[src/rtl/regop_seq.sv]
// Register-to-register instruction sequencer: owns the 8x16 register file
// controls, runs a 16-bit ALU, keeps {N,Z,V,C} and advances PC after each op.
module regop_seq #(
  parameter int unsigned PC_STEP = 2,
  parameter int unsigned PC_REG  = 7
) (
  input  logic        clk,
  input  logic        reset,
  input  logic        in_valid,
  output logic        in_ready,
  input  logic [2:0]  in_op,
  input  logic [2:0]  in_src,
  input  logic [2:0]  in_dst,
  output logic [2:0]  rf_sela,
  output logic [2:0]  rf_selb,
  output logic        rf_we,
  output logic [15:0] rf_w,
  input  logic [15:0] rf_a,
  input  logic [15:0] rf_b,
  output logic [3:0]  cc,
  output logic        busy,
  output logic        done
);

  typedef enum logic [1:0] {IDLE, EXEC, PCINC} state_e;
  typedef enum logic [2:0] {
    OP_MOV = 3'b000, OP_ADD = 3'b001, OP_SUB = 3'b010, OP_CMP = 3'b011,
    OP_BIC = 3'b100, OP_BIS = 3'b101, OP_INC = 3'b110, OP_CLR = 3'b111
  } op_e;

  localparam logic [2:0]  PC_IDX = 3'(PC_REG);
  localparam logic [15:0] STEP   = 16'(PC_STEP);

  state_e      state, state_nx;
  op_e         op_q;
  logic [2:0]  src_q, dst_q;
  logic [15:0] res;
  logic [3:0]  cc_nx;
  logic [16:0] sum17, dif17;
  logic        writes, jump;

  always_ff @(posedge clk or posedge reset) begin
    if (reset) begin
      state <= IDLE;
      op_q  <= OP_MOV;
      src_q <= '0;
      dst_q <= '0;
      cc    <= '0;
    end else begin
      state <= state_nx;
      if (state == IDLE && in_valid) begin
        op_q  <= op_e'(in_op);
        src_q <= in_src;
        dst_q <= in_dst;
      end
      if (state == EXEC) cc <= cc_nx;
    end
  end

  // ALU: S = rf_a, D = rf_b; flags not named by an op keep their old value.
  always_comb begin
    sum17 = {1'b0, rf_b} + {1'b0, rf_a};
    dif17 = {1'b0, rf_b} - {1'b0, rf_a};
    res   = '0;
    cc_nx = cc;
    case (op_q)
      OP_MOV: begin res = rf_a;          cc_nx[1] = 1'b0; end
      OP_ADD: begin
        res      = sum17[15:0];
        cc_nx[0] = sum17[16];
        cc_nx[1] = (rf_a[15] == rf_b[15]) && (res[15] != rf_b[15]);
      end
      OP_SUB, OP_CMP: begin
        res      = dif17[15:0];
        cc_nx[0] = dif17[16];
        cc_nx[1] = (rf_a[15] != rf_b[15]) && (res[15] == rf_a[15]);
      end
      OP_BIC: begin res = rf_b & ~rf_a;  cc_nx[1] = 1'b0; end
      OP_BIS: begin res = rf_b | rf_a;   cc_nx[1] = 1'b0; end
      OP_INC: begin
        res      = rf_b + 16'd1;
        cc_nx[1] = (rf_b == 16'o077777);
      end
      OP_CLR: begin res = '0; cc_nx[1] = 1'b0; cc_nx[0] = 1'b0; end
      default: res = '0;
    endcase
    cc_nx[3] = res[15];
    cc_nx[2] = (res == '0);
  end

  assign writes = (op_q != OP_CMP);
  assign jump   = writes && (dst_q == PC_IDX);

  always_comb begin
    state_nx = state;
    case (state)
      IDLE:    if (in_valid) state_nx = EXEC;
      EXEC:    state_nx = jump ? IDLE : PCINC;
      PCINC:   state_nx = IDLE;
      default: state_nx = IDLE;
    endcase
  end

  always_comb begin
    in_ready = 1'b0;
    rf_sela  = '0;
    rf_selb  = '0;
    rf_we    = 1'b0;
    rf_w     = '0;
    busy     = (state != IDLE);
    done     = 1'b0;
    case (state)
      IDLE: in_ready = ~reset;
      EXEC: begin
        rf_sela = src_q;
        rf_selb = dst_q;
        rf_we   = writes;
        rf_w    = res;
        done    = jump;
      end
      PCINC: begin
        rf_selb = PC_IDX;
        rf_we   = 1'b1;
        rf_w    = rf_b + STEP;
        done    = 1'b1;
      end
      default: ;
    endcase
  end

endmodule
[config.mk]
export PLATFORM = sky130hd
export DESIGN_NAME = regop_seq
export DESIGN_NICKNAME = d
export VERILOG_FILES = /design/src/rtl/regop_seq.sv
export SDC_FILE = /design/constraint.sdc
export NUM_CORES = 1
export LEC_CHECK = 0
export CAP_MARGIN = 0
export CELL_PAD_IN_SITES_DETAIL_PLACEMENT = 2
export CELL_PAD_IN_SITES_GLOBAL_PLACEMENT = 2
export CORE_MARGIN = 5
export CORE_UTILIZATION = 30
export DETAILED_ROUTE_END_ITERATION = 8
export GPL_TIMING_DRIVEN = 0
export PLACE_DENSITY = 0.79
export SYNTH_ARGS = -nofsm -noshare
export SYNTH_HDL_FRONTEND = slang
export SYNTH_SLANG_ARGS = --single-unit
[constraint.sdc]
create_clock -name clk -period 8.65 [get_ports clk]
set_clock_uncertainty 0.15 [all_clocks]
set_input_delay 2.595 -clock clk [delete_from_list [all_inputs] [get_ports clk]]
set_output_delay 2.595 -clock clk [all_outputs]
set_load 0.1 [all_outputs]
==> impl_metrics.ini <==
[global_routing]
antenna_found_initial = 0
grt_pass1_wl_mm = 32.6
grt_usage = 0.246
grt_pass1_vias = 5762
grt.overflow.total = 0
grt_start_max_net_pins = 16

[cts]
clkSlewWorstSetupHoldPaths_ns = 0.05
cts.htree.levels = 1
clockRootBuffer = clkbuf_16
cts_made_buffers = 3
clk_latency_ns = 0.25
cts_sinks = 15
cts_tree = done
clockBufferDepth = 2

[finish]
final_cell_mix = nor2_1, inv_1, ha_1
drive_above_1_share = 0.154
antenna_cells = 0
final_util = 0.405
area_growth_pct = 31.2
final_common_cell = nor2_1
finalNetCount = 790

[synthesis]
synth_cells = 602
seq_area_frac_synth = 0.0869
synth_area_mm2 = 0.00432
synth_edf_count = 0
synth_area_leaders = ha_1, dfrtp_1, xnor2_1, a21oi_1, nor2_1
synth_top_area_frac = 0.159
ys_seq_elements = 15
synthArstFlopShare = 1.00
synth_top_area_cell = ha_1
ys.flop_type = dfrtp_1
synth_cell_types = 77
synth_nets = 703
syn_area_per_cell_um2 = 7.18
yosysWarnings = 0

[detailed_routing]
drt_iter0_markers = 296
drt-wirelength-per-cell_um = 24.6
ant_nets = 0
via_per_inst = 5.92
firstDrtPassIters = 5
vias = 5137
wirelength_mm = 21.4
drc = 0

[setup_path]
crit_slowest_cell = fa_2
worstSetupPathType = input port to output port
worst_path_dominant_cell_family = compound AO/OA/AOI/OAI gates
cpMostUsedCell = a2111oi_4
cp-end-kind = output port
worst_path_largest_cell_delay_ns = 0.38
rr_worst_depth = 8
crit_buf_inv = 4
cp_cell_sequence = clkdlybuf4s15_2, inv_1, ha_2, fa_2, o21bai_4, a2111oi_4, buf_4, a2111oi_4, a211oi_2, nor2_1, nor4_2, a2111oi_4, a22oi_1, nor2b_2, buf_6
cp-start-kind = input port
cp.depth = 15
crit_required_ns = 5.91
arrival_ns = 5.82
cp_max_fo = 10

[power]
switching_power_mw = 1.17
power_density_mw_per_mm2 = 317
p_seq_frac = 0.072
p_leak_nw = 2.29
irDropWorstVdd_v = 0.000158
p_int_mw = 0.621
combinationalPowerShare = 0.876
pwr-share-clk = 0.052
power.share.switching = 0.654

[min_path]
min_delay_path_depth = 1
min_path_type = flop to flop

[timing]
finalCritPeriodShare = 0.990
period_needed_ns = 8.56
setup_viol = 0
whs_ns = 0.353
tns_ns = 0
max_freq_mhz = 117
timing.slew.headroom = 0.311
hold_viol_final = 0
maxSlewViolCount = 0
worst_pin_slew_ns = 1.03

[placement]
dp_hpwl_mm = 16.5
place_congestion = 0.879
port_buffers = 73

[flow_run]
drv_cap = 0

[floorplan]
pin_count = 74
num_rows = 43
die-area_mm2 = 0.0169
core_mm2 = 0.0140
initial_core_util = 0.309
dieWidth_um = 130
die_height_um = 130

[run_status]
status = completed
logic make-up (layout without fill, tap and decap cells):
logic type                 after synthesis  count (layout)  synth area share
and+or+nand+nor                        205             205             0.240
AOI/OAI and AO/OA                      192             192             0.321
buffers and inverters                   85             171            0.0808
DFF                                     15              15            0.0869
adders and majority gates               57              57             0.169
xor gates and xnor gates                37              37            0.0750
muxes                                   11              11            0.0281
timing repair:
item / CTS / global route
gates cloned: 0 / 0
buffers inserted: 9 / 1
hold endpoints to repair: 0 / 0
hold buffers: 0 / 0
pin swaps: 16 / 11
gates resized for setup: 107 / 29
endpoints found under the setup margin: 15 / 9
final cells by class:
type	count	area (µm²)
multi-input combinational	502	3810
fill	1667	8320
tap	180	225
timing repair buffer	83	811
inverter	56	210
buffer	28	155
clock buffer	3	75.1
sequential	15	375
clock inverter	1	5.00
synthesized netlist by cell type (10+ instances only):
cell type,count
nand3_1,12
a22oi_1,12
and2_1,10
inv_1,53
clkbuf_1,20
dfrtp_1,15
nor2b_1,22
xnor2_1,36
nand2b_1,10
o21ai_0,35
a21oi_1,45
ha_1,55
nor3_1,15
nand2_1,42
nor2_1,57
through the flow:
step	std cells	area (µm²)	setup slack (ns)	total power, mW
after global placement	855	5290	-2.07	1.57
after global routing	868	5670	-0.0291	1.87
after detailed placement	855	5290	-2.19	1.61
after CTS	867	5580	0.000497	1.77
after floorplan	602	4330	0.0934	1.16
final	868	5670	0.0893	1.80
state kept, by name, summed over array words and instances (netlist names):
signal and flops:
dst_q 3, state 2, op_q 3, cc 4, src_q 3
power groups by stage:
stage	Sequential [mW]	Clock [mW]	Combinational, mW
6_report	0.130	0.0927	1.57
5_1_grt	0.133	0.0960	1.64
4_1_cts	0.129	0.0937	1.54
3_5_place_dp	0.128	0	1.48
3_3_place_gp	0.126	0	1.44
2_1_floorplan	0.169	0	0.993
metal layers:
layer  part of all wire  vias to the layer above  global-route usage
met3              0.033                       31              0.0106
met2               0.51                      130               0.450
met4              0.014                        0              0.0568
met5                  0                        -                   0
li1                   -                     2347                   -
met1               0.44                     2629               0.318
path summary, 6_finish.rpt:
path / from / slack [ns] / endpoint
worst min-delay path: src_q[2] / 0.35 / src_q[2]
min in group asynchronous: reset / 2.64 / state[1]
worst min register to register: src_q[2] / 0.35 / src_q[2]
max in group asynchronous: reset / 5.31 / op_q[1]
worst max register to register: op_q[2] / 4.99 / cc[2]
worst max-delay path: rf_b[0] / 0.09 / rf_w[10]
(Power assumes the default switching activity.)
